### src/rtl/truth_table_bist_pkg.sv
// -----------------------------------------------------------------------------
// truth_table_bist_pkg
// Shared definitions for the truth-table BIST engine:
//   - bist_state_t : sweep controller states
//   - DEFAULT_N_IN / DEFAULT_SETTLE : default input count and settle time
//   - num_vec()    : number of input combinations for a given input count
// -----------------------------------------------------------------------------
package truth_table_bist_pkg;

  typedef enum logic [1:0] {
    IDLE   = 2'd0,
    DRIVE  = 2'd1,
    SAMPLE = 2'd2,
    DONE   = 2'd3
  } bist_state_t;

  localparam int unsigned DEFAULT_N_IN   = 3;
  localparam int unsigned DEFAULT_SETTLE = 1;

  // Exhaustive sweep length: every combination of n boolean inputs.
  function automatic int unsigned num_vec(input int unsigned n);
    return 32'd1 << n;
  endfunction

endpackage : truth_table_bist_pkg

### src/rtl/truth_table_bist.sv
// -----------------------------------------------------------------------------
// truth_table_bist
// Exhaustive stimulus/response engine for a small combinational boolean block.
// On start it walks every input vector, holds each one for SETTLE cycles,
// samples the block's response, and builds the captured truth table while
// comparing it against an expected table latched at start.
//
// Ports:
//   clk            in   clock
//   rst            in   asynchronous active-high reset
//   start          in   sweep request, honoured only in IDLE
//   expected_tt    in   expected response, bit i = F(vector i)
//   dut_in         out  vector driven to the block (MSB = input A)
//   dut_out        in   block response, synchronous to clk
//   busy           out  sweep in progress
//   done           out  one-cycle completion pulse
//   pass           out  captured table matched expected (valid from done)
//   fail_count     out  number of mismatching vectors (never wraps)
//   first_fail_idx out  lowest mismatching vector index, 0 if none
//   captured_tt    out  sampled responses, bit i = dut_out at vector i
// -----------------------------------------------------------------------------
module truth_table_bist
  import truth_table_bist_pkg::*;
#(
  parameter  int unsigned N_IN    = DEFAULT_N_IN,
  parameter  int unsigned SETTLE  = DEFAULT_SETTLE,   // legal 1..15
  localparam int unsigned NUM_VEC = num_vec(N_IN)
) (
  input  logic               clk,
  input  logic               rst,
  input  logic               start,
  input  logic [NUM_VEC-1:0] expected_tt,
  output logic [N_IN-1:0]    dut_in,
  input  logic               dut_out,
  output logic               busy,
  output logic               done,
  output logic               pass,
  output logic [N_IN:0]      fail_count,
  output logic [N_IN-1:0]    first_fail_idx,
  output logic [NUM_VEC-1:0] captured_tt
);

  localparam logic [3:0]      SETTLE_LAST = 4'(SETTLE - 1);
  localparam logic [N_IN-1:0] IDX_LAST    = N_IN'(NUM_VEC - 1);
  localparam logic [N_IN-1:0] IDX_ONE     = N_IN'(1);
  localparam logic [N_IN:0]   FC_ONE      = (N_IN + 1)'(1);
  localparam logic [3:0]      CNT_ONE     = 4'd1;

  bist_state_t        state_q, state_d;
  logic [N_IN-1:0]    idx_q, idx_d;
  logic [3:0]         cnt_q, cnt_d;
  logic [NUM_VEC-1:0] exp_q, exp_d;
  logic [NUM_VEC-1:0] cap_q, cap_d;
  logic [N_IN:0]      fc_q, fc_d;
  logic [N_IN-1:0]    ff_q, ff_d;
  logic               pass_q, pass_d;

  // NOTE: sequential state uses non-blocking assignments only, so every
  // register samples the pre-edge value of every other register.
  always_ff @(posedge clk or posedge rst) begin
    if (rst) begin
      state_q <= IDLE;
      idx_q   <= '0;
      cnt_q   <= '0;
      exp_q   <= '0;
      cap_q   <= '0;
      fc_q    <= '0;
      ff_q    <= '0;
      pass_q  <= 1'b0;
    end else begin
      state_q <= state_d;
      idx_q   <= idx_d;
      cnt_q   <= cnt_d;
      exp_q   <= exp_d;
      cap_q   <= cap_d;
      fc_q    <= fc_d;
      ff_q    <= ff_d;
      pass_q  <= pass_d;
    end
  end

  always_comb begin
    // NOTE: every next-state variable takes its hold value first, so no
    // path through the case statement can infer a latch.
    state_d = state_q;
    idx_d   = idx_q;
    cnt_d   = cnt_q;
    exp_d   = exp_q;
    cap_d   = cap_q;
    fc_d    = fc_q;
    ff_d    = ff_q;
    pass_d  = pass_q;

    unique case (state_q)
      IDLE: begin
        if (start) begin
          exp_d   = expected_tt;
          cap_d   = '0;
          fc_d    = '0;
          ff_d    = '0;
          pass_d  = 1'b0;
          idx_d   = '0;
          cnt_d   = '0;
          state_d = DRIVE;
        end
      end

      DRIVE: begin
        if (cnt_q == SETTLE_LAST) begin
          cnt_d   = '0;
          state_d = SAMPLE;
        end else begin
          cnt_d = cnt_q + CNT_ONE;
        end
      end

      SAMPLE: begin
        cap_d[idx_q] = dut_out;
        if (dut_out != exp_q[idx_q]) begin
          fc_d = fc_q + FC_ONE;
          // A zero running count means this is the first mismatch seen.
          if (fc_q == '0) ff_d = idx_q;
        end
        if (idx_q == IDX_LAST) begin
          // idx stays on the last vector rather than wrapping to 0.
          pass_d  = (fc_d == '0);
          state_d = DONE;
        end else begin
          idx_d   = idx_q + IDX_ONE;
          state_d = DRIVE;
        end
      end

      DONE: begin
        state_d = IDLE;
      end

      default: state_d = IDLE;
    endcase
  end

  // Status and stimulus decode straight from registers, so an asynchronous
  // reset clears them immediately without waiting for an edge.
  assign dut_in         = (state_q == DRIVE || state_q == SAMPLE) ? idx_q : '0;
  assign busy           = (state_q == DRIVE || state_q == SAMPLE);
  assign done           = (state_q == DONE);
  assign pass           = pass_q;
  assign fail_count     = fc_q;
  assign first_fail_idx = ff_q;
  assign captured_tt    = cap_q;

endmodule : truth_table_bist
### config.mk
export PLATFORM = sky130hd
export DESIGN_NAME = truth_table_bist
export DESIGN_NICKNAME = d
export VERILOG_FILES = /design/src/rtl/truth_table_bist_pkg.sv /design/src/rtl/truth_table_bist.sv
export SDC_FILE = /design/constraint.sdc
export NUM_CORES = 1
export LEC_CHECK = 0
export CAP_MARGIN = 20
export CORE_UTILIZATION = 40
export DETAILED_ROUTE_END_ITERATION = 7
export REMOVE_ABC_BUFFERS = 1
export SLEW_MARGIN = 20
export SYNTH_ARGS = -nofsm -noshare
export SYNTH_HDL_FRONTEND = slang
export SYNTH_SLANG_ARGS = --single-unit
### constraint.sdc
create_clock -name clk -period 2.9 [get_ports clk]
set_clock_uncertainty 0.15 [all_clocks]
set_input_delay 0.87 -clock clk [delete_from_list [all_inputs] [get_ports clk]]
set_output_delay 0.87 -clock clk [all_outputs]
set_load 0.02 [all_outputs]
Yosys cells after proc, flatten, opt, wreduce, memory -nomap -nowiden
Cells that the tools add are included.
W data, S select, Z words.
Storage, ports and cells
  register bits: 33
  word-level logic and storage cells: 66
Cells by class
  $add $sub $neg: 3
  order comparisons: 2
  eq/ne operators: 11
  multiplexer cells: 27
  reduce and logical (&&, ||, !) cells: 15
Operator list (number)
  $mux W4: 4
  $pmux W4 S2: 2
  $pmux W8 S2: 1
  $mux W3: 5
  $logic_not A4 Y1: 3
  $ne A2 B2 Y1 const B: 6
  $pmux W3 S2: 2
  $add A4 B1 Y4 const B: 2
  $bwmux W8: 1
  $mux W8: 1
  $pmux W2 S4: 1
  $reduce_and A2 Y1: 4
  $mux W2: 3
  $reduce_and A3 Y1: 2
  $eq A2 B2 Y1 const B: 2
  $lt A3 B4 Y1 const B: 1
  $mux W1: 4
  $reduce_and A4 Y1: 1
  $reduce_bool A2 Y1: 2
  $add A3 B1 Y3 const B: 1
  $bmux W1 S3: 1
  $demux W1 S3: 1
  $eq A3 B3 Y1 const B: 1
  $ge A3 B1 Y1 const B: 1
  other kinds (6): 6

Longest topological paths before layout
  depth after elaboration: 8
  gate-level depth with buffers: 8

Least setup slack after synthesis
No wires, ideal clock.
  path type: reg2reg
  start point: register idx_q[2]
  end point: register pass_q, in the netlist pass
  arrival: 1959 ps
  setup slack: 699 ps
  stages on the path, launching flop included: 6
  path buffers: 0
  clock period less this slack: 2201 ps
  path through: dfrtp_1 > mux4_1 > mux2_4 > mux2i_4 > mux2_4 > o31ai_2
On the way
  cells in the longest elaborated chain, start to end: 8
  elaborated cells on any way between the ends: 11
  classes of those cells: eq/ne (3); mux (6); reduce/logical (2)
RTL lines
  from (decl): RTL line truth_table_bist.sv:50  | logic [N_IN-1:0] idx_q, idx_d;
  from (signal assigned): RTL line truth_table_bist.sv:72  | idx_q <= idx_d;
  $bmux W1 S3: RTL line truth_table_bist.sv:119  | if (dut_out != exp_q[idx_q]) begin
  $mux W1 (implied by the code): RTL line truth_table_bist.sv:119
  $ne A1 B1 Y1: RTL line truth_table_bist.sv:119
  $mux W4: RTL line truth_table_bist.sv:119
  $mux W4: RTL line truth_table_bist.sv:94  | unique case (state_q)
  $logic_not A4 Y1: RTL line truth_table_bist.sv:126  | pass_d = (fc_d == '0);
  $mux W1: RTL line truth_table_bist.sv:124  | if (idx_q == IDX_LAST) begin
  $pmux W1 S2: RTL line truth_table_bist.sv:94
  to (signal assigned): RTL line truth_table_bist.sv:78  | pass_q <= pass_d;
  to (decl): RTL line truth_table_bist.sv:56  | logic pass_q, pass_d;
Parallel ways exist; a longest one is shown, timed or not. The select of a mux whose other input is x is not followed.
A chain may end at the register's enable or synchronous reset.

Worst setup path after layout
  start point: register state_q[0]
  end point: output port busy
On the way
  cells in the longest elaborated chain, start to end: 2
  elaborated cells on any way between the ends: 3
  classes of those cells: eq/ne (2); reduce/logical (1)
RTL lines
  from (decl): RTL line truth_table_bist.sv:49  | bist_state_t state_q, state_d;
  from (signal assigned): RTL line truth_table_bist.sv:71  | state_q <= state_d;
  $eq A2 B1 Y1 or $eq A2 B2 Y1 (tied branches): RTL line truth_table_bist.sv:145  | assign busy = (state_q == DRIVE || state_q == SAMPLE);
  $logic_or A1 B1 Y1 *: RTL line truth_table_bist.sv:145
  to (decl): RTL line truth_table_bist.sv:35  | output logic busy,
Mark *: on every way between the ends. The rest lies on a longest branch, timed or not.

==> impl_metrics.json <==
{
  "status": "finished, violations left",
  "violations": "design-rule violations",
  "slew_viol_final": 0,
  "critPathArrivalTime_ns": 1.68,
  "tritoncts": "done",
  "hold_ws_ns": 0.3386,
  "path_class": "flip-flop to output port",
  "power_density_nw_per_um2": 874.9,
  "yosys.area.top_type": "dfrtp_1",
  "port_buffers": 32,
  "reg2reg_to": "pass",
  "synth_fa_ha_area_share_pct": 6.614,
  "clkTransAtPathRegs_ns": 0.06,
  "synth_compound_area_share_pct": 15.34,
  "synth-simple-area-share_pct": 16.53,
  "n_antenna_cell": 0,
  "numCtsBuffers": 5,
  "pin_count": 33,
  "rsz0062_at_grt": "no",
  "drive_gt1_share_pct": 10.64,
  "cts-root-buf": "clkbuf_8",
  "reg2reg_from": "idx_q[2]",
  "drcViolationCount": 7,
  "viasPerCell": 5.293,
  "overflow": 0,
  "grtUsageTotal_pct": 18.02,
  "hold_class": "flip-flop to flip-flop",
  "place_congestion": 0.8253,
  "dp_hpwl_um": 3027,
  "drt_iter0_drc": 147,
  "synthDistinctLibCells": 37,
  "fin_tns_setup_ns": 0,
  "grt_max_degree": 34,
  "endpoint": "busy",
  "setup_violations": 0,
  "yosysSeqAreaShare_pct": 43.65,
  "die_y_um": 70.77,
  "die_w_um": 70.77,
  "yosysMostFrequentCell": "dfrtp_1",
  "worst-path-stages": 3,
  "vias": 1519,
  "fmax_mhz": 369.9,
  "initial_utilization_pct": 42.57,
  "cts.sinks": 33,
  "clk_latency_ns": 0.28,
  "crit_chain": "inv_1, ha_1, clkdlybuf4s50_1",
  "muxShareOfSynthArea_pct": 12.43,
  "start_kind": "flip-flop",
  "vdd_ir_drop_max_uv": 530.6,
  "synth_edf_count": 0,
  "ff2ff_path_depth": 5,
  "htree_levels": 2,
  "netlist_instances": 195,
  "finish.net_count": 257,
  "worst_pin_slew_ns": 0.8750,
  "synth.cell_area_um2": 1892,
  "required_ns": 1.88,
  "async_reset_ff_share_pct": 100.0,
  "critPathTopFamily": "buffers and inverters",
  "drtAntennaViolNets": 0,
  "leakagePower_nw": 1.076,
  "synthTopCellsByArea": "dfrtp_1, ha_1, nand2_1",
  "synth_top_family_by_area": "simple AND/OR/NAND/NOR gates",
  "crit_fanout": 4,
  "wl_um": 4111,
  "netlist_top_cells_count": "dfrtp_1, nand2_1, o21ai_1, inv_1, ha_1",
  "cap_violations": 0,
  "synth_top_area_share_pct": 43.65,
  "routedWlPerCell_um": 14.32,
  "hold_buffers": 0,
  "avgSynthCellArea_um2": 9.702,
  "rrSetupSlack_ns": 0.62,
  "ys_warn_count": 0,
  "critPathBufInv": 2,
  "ys_ff_latch": 33,
  "fin_crit_ns": 2.704,
  "antenna_found_initial": 0,
  "rows": 24,
  "first_pass_iters": 6,
  "period_share_pct": 93.23,
  "cp-end-kind": "output port",
  "dieArea_um2": 5008,
  "grt_pass1_wl_um": 7051,
  "slowest_stage": "clkdlybuf4s50_1",
  "core_um2": 4444,
  "grt_pass1_vias": 1502,
  "synthFlopType": "dfrtp_1",
  "cpPeakStageDelay_ns": 0.61,
  "final_hold_viol_count": 0,
  "startpoint": "state_q[0]",
  "syn_to_final_growth_pct": 27.18,
  "clockBufferDepth": 2,
  "slew_headroom_pct": 41.27,
  "synth_xor_area_share_pct": 1.323
}
[power breakdown]
group / internal, mW / switching [mW] / leakage (nW)
Sequential: 0.577 / 0.0861 / 0.437
Clock: 0.188 / 0.156 / 0.0443
Combinational: 0.485 / 0.612 / 0.594
Total: 1.25 / 0.855 / 1.08
[cell type report]
type / instances / area, um2
clock buffers: 7 / 86.33
repair buffers: 42 / 399.1
well taps: 52 / 65.06
fillers: 403 / 2038
multi-input cells: 142 / 988.4
inverters: 11 / 41.29
flip-flops and latches: 33 / 825.8
[metrics by stage]
step	setup slack [ns]	cells	utilization [%]	area [um2]	power, mW
6_report	0.1962	287	54.14	2406	2.105
5_1_grt	0.1051	287	54.14	2406	2.271
4_1_cts	0.03626	285	53.69	2386	2.112
3_5_place_dp	0.2134	278	51.77	2301	1.760
3_3_place_gp	0.2674	278	51.77	2301	1.733
2_1_floorplan	0.5380	186	-	1856	1.395
[cell usage in the layout (no fill, tap or decap), types with 3 or more instances in the layout]
cell,instances
buf_4,10
clkdlybuf4s50_1,29
nand2_1,30
o22ai_1,3
clkbuf_8,6
o31ai_1,3
o21ai_0,5
nand3b_1,3
inv_1,11
nand4_1,3
and2_1,4
nor3_1,3
mux2_1,8
a21oi_1,9
nand2b_1,6
o211ai_1,4
dfrtp_1,33
nor2_1,9
nand3_1,4
o21ai_1,17
ha_1,10
[metal layers]
layer | part of all wire [%] | global-route usage [%]
met5 | 0 | 0
met1 | 46 | 23.18
met4 | 1.5 | 7.556
met3 | 5.0 | 4.416
met2 | 48 | 29.17
[worst min path at each step]
stage                   from       end  slack, ns  cells past startpoint
floorplan           exp_q[4]  exp_q[4]       0.31                      1
global placement    exp_q[7]  exp_q[7]       0.32                      1
detailed placement  exp_q[6]  exp_q[6]       0.33                      1
CTS                 exp_q[6]  exp_q[6]       0.34                      1
global route        exp_q[5]  exp_q[5]       0.37                      1
finish              exp_q[6]  exp_q[6]       0.34                      1
[repair_timing]
action | 4_1_cts | 5_1_grt
setup endpoints to repair | 1 | 2
gates resized for setup | 1 | 2
buffers inserted | 0 | 2
endpoints found under the hold margin | 0 | 0
[cells by family (layout without fill, tap and decap cells)]
group,Yosys count,after routing
AOI/OAI and AO/OA,48,48
buffers and inverters,20,60
xor gates and xnor gates,2,2
and+or+nand+nor,66,66
adders and majority gates,10,10
muxes,16,16
DFF,33,33
[registers in the layout, indices dropped and copies added (netlist names)]
name            flops
fail_count          4
cnt_q               4
first_fail_idx      3
pass                1
captured_tt         8
exp_q               8
state_q             2
idx_q               3
Power figures use the tool's default switching activity.
